===== src/rtl/tx_frame_gen.sv =====
// tx_frame_gen: serial frame transmitter (start, LSB-first data, optional parity, stop bits)
// with a mid-bit companion bit clock, valid/ready intake and back-to-back repeat mode.
module tx_frame_gen #(
  parameter int CLK_DIV    = 12500,
  parameter int DATA_W     = 8,
  parameter int PARITY_EN  = 1,
  parameter int PARITY_ODD = 0,
  parameter int STOP_BITS  = 1
) (
  input  logic              CLOCK_50,
  input  logic              RESET,
  input  logic [DATA_W-1:0] data,
  input  logic              valid,
  output logic              ready,
  input  logic              repeat_en,
  output logic              tx_out,
  output logic              bit_clk,
  output logic              busy,
  output logic [7:0]        frame_count
);
  localparam int DW = $clog2(CLK_DIV);
  localparam int IW = $clog2(DATA_W + 1);
  localparam logic [DW-1:0] DIV_LAST = DW'(CLK_DIV - 1);
  localparam logic [DW-1:0] DIV_HALF = DW'(CLK_DIV / 2);
  localparam logic [IW-1:0] IDX_LAST = IW'(DATA_W - 1);
  localparam logic STOP_LAST = 1'(STOP_BITS - 1);
  typedef enum logic [2:0] {IDLE, WAIT, START, DATA, PARITY, STOP} state_t;
  state_t            state_q;
  logic [DW-1:0]     div_q, div_d;
  logic [DATA_W-1:0] pay_q, sh_q;
  logic [IW-1:0]     idx_q;
  logic              stop_q;
  logic              tick, par;
  assign tick  = div_q == DIV_LAST;
  assign div_d = tick ? '0 : div_q + 1'b1;
  assign par   = (^pay_q) ^ (PARITY_ODD != 0);
  assign ready = state_q == IDLE;
  assign busy  = state_q != IDLE;
  // bit_clk follows the next divider value so it falls on the same edge tx_out moves
  always_ff @(posedge CLOCK_50 or posedge RESET) begin
    if (RESET) begin
      state_q     <= IDLE;
      div_q       <= '0;
      bit_clk     <= 1'b0;
      pay_q       <= '0;
      sh_q        <= '0;
      idx_q       <= '0;
      stop_q      <= 1'b0;
      tx_out      <= 1'b1;
      frame_count <= '0;
    end else begin
      div_q   <= div_d;
      bit_clk <= div_d >= DIV_HALF;
      if (state_q == IDLE) begin
        if (valid) begin
          pay_q   <= data;
          state_q <= WAIT;
        end
      end else if (tick) begin
        case (state_q)
          WAIT: begin
            tx_out  <= 1'b0;
            state_q <= START;
          end
          START: begin
            tx_out  <= pay_q[0];
            sh_q    <= pay_q >> 1;
            idx_q   <= '0;
            state_q <= DATA;
          end
          DATA: begin
            if (idx_q < IDX_LAST) begin
              tx_out <= sh_q[0];
              sh_q   <= sh_q >> 1;
              idx_q  <= idx_q + 1'b1;
            end else begin
              tx_out  <= PARITY_EN != 0 ? par : 1'b1;
              state_q <= PARITY_EN != 0 ? PARITY : STOP;
              stop_q  <= 1'b0;
            end
          end
          PARITY: begin
            tx_out  <= 1'b1;
            state_q <= STOP;
            stop_q  <= 1'b0;
          end
          STOP: begin
            if (stop_q == STOP_LAST) begin
              frame_count <= frame_count + 1'b1;
              tx_out      <= !repeat_en;
              state_q     <= repeat_en ? START : IDLE;
            end else begin
              stop_q <= 1'b1;
            end
          end
          default: state_q <= IDLE;
        endcase
      end
    end
  end
endmodule


===== config.mk =====
export PLATFORM = sky130hd
export DESIGN_NAME = tx_frame_gen
export DESIGN_NICKNAME = d
export VERILOG_FILES = /design/src/rtl/tx_frame_gen.sv
export SDC_FILE = /design/constraint.sdc
export NUM_CORES = 1
export LEC_CHECK = 0
export BUFFER_PORTS_ARGS = -buffer_cell sky130_fd_sc_hd__buf_2
export CORE_MARGIN = 5
export CORE_UTILIZATION = 35
export DETAILED_ROUTE_END_ITERATION = 8
export GPL_ROUTABILITY_DRIVEN = 0
export PLACE_DENSITY = 0.59
export SLEW_MARGIN = 15
export SYNTH_ARGS = -nofsm -noshare
export SYNTH_HDL_FRONTEND = slang
export SYNTH_SLANG_ARGS = --single-unit

===== constraint.sdc =====
create_clock -name CLOCK_50 -period 5.9 [get_ports CLOCK_50]
set_input_delay 0.59 -clock CLOCK_50 [delete_from_list [all_inputs] [get_ports CLOCK_50]]
set_output_delay 0.59 -clock CLOCK_50 [all_outputs]
set_load 0.01 [all_outputs]

Word-level counts from Yosys, hierarchy flattened
Index checks and enable logic that the tools add are counted.

Bits in registers: 48. Output and inout port bits: 12. Word-level logic and storage cells: 60.

Add/sub/neg operators: 3. Order comparisons: 2. Equality and inequality tests: 12. Multiplexer cells: 18. Bitwise operators: 2. Reduce and logical (&&, ||, !) cells: 14.

Operators by type and width (number): 4-bit AND reduction (5); 8-bit one-hot mux with 2 select lines (1); 3-bit two-way mux (5); 3-bit one-hot mux with 5 select lines (1); 14-bit by 1-bit adder with 14-bit output, second input constant (1); 14-bit equality test, second input constant (1); 14-bit by 13-bit >= comparator with 1-bit output, second input constant (1); 14-bit two-way mux (1); 8-bit by 1-bit adder with 8-bit output, second input constant (1); 8-bit two-way mux (1); 2-bit inequality test, second input constant (4); 4-bit one-hot mux with 2 select lines (1); 8-bit parity (1); 3-bit by 2-bit equality test with 1-bit output, second input constant (2); 3-bit equality test, second input constant (2); 3-bit inequality test, second input constant (2); 3-bit nonzero test (2); 1-bit one-hot mux with 5 select lines (1); 5-bit nonzero test (1); 4-bit by 1-bit adder with 4-bit output, second input constant (1); 4-bit by 3-bit < comparator with 1-bit output, second input constant (1); 1-bit two-way mux (4); 4-bit two-way mux (1); 2-bit nonzero test (2); other kinds (7) (8).

Longest topological paths before layout
Depth after elaboration: 5. Depth in mapped cells: 9. Depth with buffers taken out: 7.

Least setup slack after synthesis
OpenSTA, ideal clock, no wires.

Path type: register -> register. Start: reg div_q[0]. End: reg sh_q[0]. Setup time: 0.136 ns. Data arrival time: 1.770 ns. Required time: 5.764 ns. Setup slack: 3.993 ns. Stages on the path, launching flop included: 9. Path through: dfrtp_1 > ha_1 > buf_1 > nand4_1 > nor4_1 > nand3_1 > clkbuf_1 > nand2_1 > o21ai_0.

Cells in the longest elaborated chain, start to end: 2.

RTL lines: start: declaration (RTL line 29) `logic [DW-1:0] div_q, div_d;`; start signal: assignment (RTL line 52) `div_q <= div_d;`; 14-bit equality test (RTL line 34) `assign tick = div_q == DIV_LAST;`; 4-bit AND reduction (no source line); end signal: assignment (RTL line 67) `sh_q <= pay_q >> 1;`; end signal: assignment (RTL line 74) `sh_q <= sh_q >> 1;`; end: declaration (RTL line 30) `logic [DATA_W-1:0] pay_q, sh_q;`.

No other way between the ends. A chain may end at the register's enable or synchronous reset.

Worst setup path in the final report
Start: reg div_q[0]. End: reg frame_count[5].

Cells in the longest elaborated chain, start to end: 2.

RTL lines: 14-bit equality test (RTL line 34); 4-bit AND reduction (no source line); end signal: assignment (RTL line 89) `frame_count <= frame_count + 1'b1;`; end: declaration (RTL line 19) `output logic [7:0] frame_count`.

No other way between the ends.

==> results.py <==
metrics = {
    "run_status": {
        "status": "completed",
    },
    "timing": {
        "rsz0062_at_grt": "no",
        "report.final.slew_viol_count": 0,
        "finalClockSkew_ns": 0.00311,
        "worst_slack_ns": 3.23,
        "fin_tns_setup_ns": 0,
        "fin_crit_ns": 2.67,
        "finalCritPeriodShare_pct": 45.3,
        "worst_pin_slew_ns": 0.935,
        "clock.fmax_ghz": 0.374,
        "slew_headroom_pct": 37.6,
        "finalHoldViolCount": 0,
        "finalSetupViolCount": 0,
        "hold_ws_ns": 0.476,
    },
    "final_layout": {
        "mostFrequentLayoutCells": "dfrtp_1 (45), nand2_1 (28), buf_2 (23)",
        "layout-drive-gt1-share_pct": 19.5,
        "final_common_cell": "dfrtp_1",
        "final_area_um2": 2680,
        "layout.nets": 276,
        "antenna_cells": 0,
        "fillers": 687,
        "multi_input_area_um2": 1180,
        "area_growth_pct": 10.3,
        "fin_cells": 342,
        "final-seq-area_um2": 1150,
    },
    "critical_path": {
        "path_class": "flip-flop to flip-flop",
        "cp.required_ns": 6.12,
        "arrival_ns": 2.90,
        "path_max_fanout": 15,
        "critPathCaptureType": "flip-flop",
        "reg2reg_depth": 7,
        "start_kind": "flip-flop",
    },
    "global_route": {
        "grt_pass1_wl_um": 7790,
        "track_usage_pct": 11.1,
        "grt.overflow.total": 0,
        "antenna_found_initial": 0,
        "grt_max_degree": 47,
        "grt_pass1_vias": 1704,
    },
    "cts": {
        "htreeDepth": 2,
        "clk_latency_ns": 0.29,
        "cts_buffers": 5,
        "postCtsSetupBuffers": 0,
        "hold_buffers": 0,
        "cts.clk_slew.worst_paths_ns": 0.08,
        "cts_sinks": 46,
        "clockBufferDepth": 2,
        "cts_tree": "done",
        "cts_resized": 0,
        "cts-root-buf": "clkbuf_8",
    },
    "logic_synthesis": {
        "ys_warn_count": 0,
        "netlist_area_um2": 2430,
        "synth-async-reset-ratio_pct": 100,
        "yosysSeqAreaShare_pct": 47.5,
        "synth_top_flop_cell": "dfrtp_1",
        "avgSynthCellArea_um2": 10.0,
        "yosysUniqueCellTypes": 48,
        "syn-num-nets": 257,
        "synth_edf_count": 0,
        "synthCells": 242,
        "yosys_register_bits": 46,
    },
    "floorplanning": {
        "dieWidth_um": 93.3,
        "io_pins": 24,
        "coreArea_um2": 6760,
        "dieArea_um2": 8700,
        "start_util_pct": 35.9,
        "num_rows": 30,
        "die_height_um": 93.3,
    },
    "min_path": {
        "hold_class": "flip-flop to flip-flop",
        "hold_depth": 1,
    },
    "routing": {
        "drtIter0Drc": 60,
        "drc": 0,
        "wl_met3_um": 134,
        "top_layer": "met4",
        "antenna_left": 0,
        "avgViaCountPerCell": 5.12,
        "dr.pass1.iters": 4,
        "via_count": 1751,
        "wl_met1_um": 2240,
        "routedWlPerCell_um": 13.2,
        "routed_wl_um": 4510,
        "wl_met2_um": 2080,
    },
    "placed_design": {
        "placed_cell_area_um2": 2580,
        "dp.cells": 334,
        "dp_hpwl_um": 3290,
        "io_buffer_count": 23,
        "place_ws_ns": 3.26,
    },
    "power": {
        "vdd_ir_drop_max_mv": 0.0992,
        "pwr-share-seq_pct": 48.5,
        "p_sw_share_pct": 30.8,
        "p_sw_uw": 253,
        "powerDensity_nw_per_um2": 307,
        "p_comb_share_pct": 27.5,
        "p_leak_uw": 0.00122,
        "power.internal_uw": 569,
        "clockPowerShare_pct": 24.0,
    },
    "job": {
        "drv_cap": 0,
    },
}
[metrics by stage]
step	power, µW	util (%)
after floorplan	583	-
after global placement	631	38.2
after detailed placement	634	38.2
after CTS	834	39.6
after global routing	873	39.6
final	822	39.6
[final timing paths]
check                               start             end  slack (ns)
setup / recovery                 div_q[0]  frame_count[5]        3.23
hold / removal             frame_count[7]  frame_count[7]        0.48
setup reg to reg                 div_q[0]  frame_count[5]        3.23
hold reg to reg            frame_count[7]  frame_count[7]        0.48
max in group asynchronous           RESET        pay_q[3]        4.82
min in group asynchronous           RESET  frame_count[0]        0.50
[metal layers]
metal	up-vias	track usage, %
li1	885	-
met1	844	14.6
met2	17	17.6
met3	5	2.82
met4	0	3.66
met5	-	0
[registers in the layout, summed over array words and instances (netlist names)]
register	flops
bit_clk	1
tx_out	1
state_q	3
pay_q	8
sh_q	7
idx_q	4
div_q	14
frame_count	8
[power by group through the flow]
stage          clock network (µW)  logic [µW]  registers (µW)
2_1_floorplan                   0         203             379
3_3_place_gp                    0         227             404
3_5_place_dp                    0         229             405
4_1_cts                       206         230             399
5_1_grt                       218         250             405
6_report                      197         226             399
[cell type report]
cell class	instances	share of cell area [%]
Clock buffer	6	3.09
Sequential cell	46	43.1
Clock inverter	2	0.468
Multi-Input combinational cell	178	44.2
Tap cell	80	3.74
Timing Repair Buffer	24	4.58
Inverter	6	0.842
[synth_stat cells, drive strengths merged (6+ instances only)]
| cell | number | share of area (%) |
|---|---|---|
| xnor2 | 17 | 6.1 |
| dfrtp | 45 | 46 |
| nand3 | 9 | 2.1 |
| mux2 | 9 | 4.2 |
| buf | 8 | 2.2 |
| nand4 | 8 | 2.7 |
| mux2i | 6 | 2.5 |
| nor2 | 24 | 3.9 |
| o21ai | 15 | 3.1 |
| a21oi | 6 | 1.2 |
| xor2 | 8 | 2.9 |
| nand2 | 28 | 4.3 |
| inv | 6 | 0.93 |
[worst max-delay path: stages, from the launching register on]
cell	delay [ns]
dfrtp_1	0.44
ha_1	0.45
and4b_1	0.30
and4_1	0.58
and3_1	0.42
nand4_4	0.15
nor2_2	0.11
xor2_1	0.14
[kinds of logic (layout without fill, tap and decap cells)]
logic type / Yosys count / in the layout / share of synthesized area [%]
XOR/XNOR: 25 / 25 / 9.02
AO/OA/AOI/OAI: 41 / 41 / 10.8
flip-flops: 46 / 46 / 47.5
buffers and inverters: 18 / 38 / 3.76
multiplexers: 15 / 15 / 6.65
AND/OR/NAND/NOR: 94 / 94 / 20.7
adder cells (fa/ha/maj): 3 / 3 / 1.55
(Power assumes the default switching activity.)
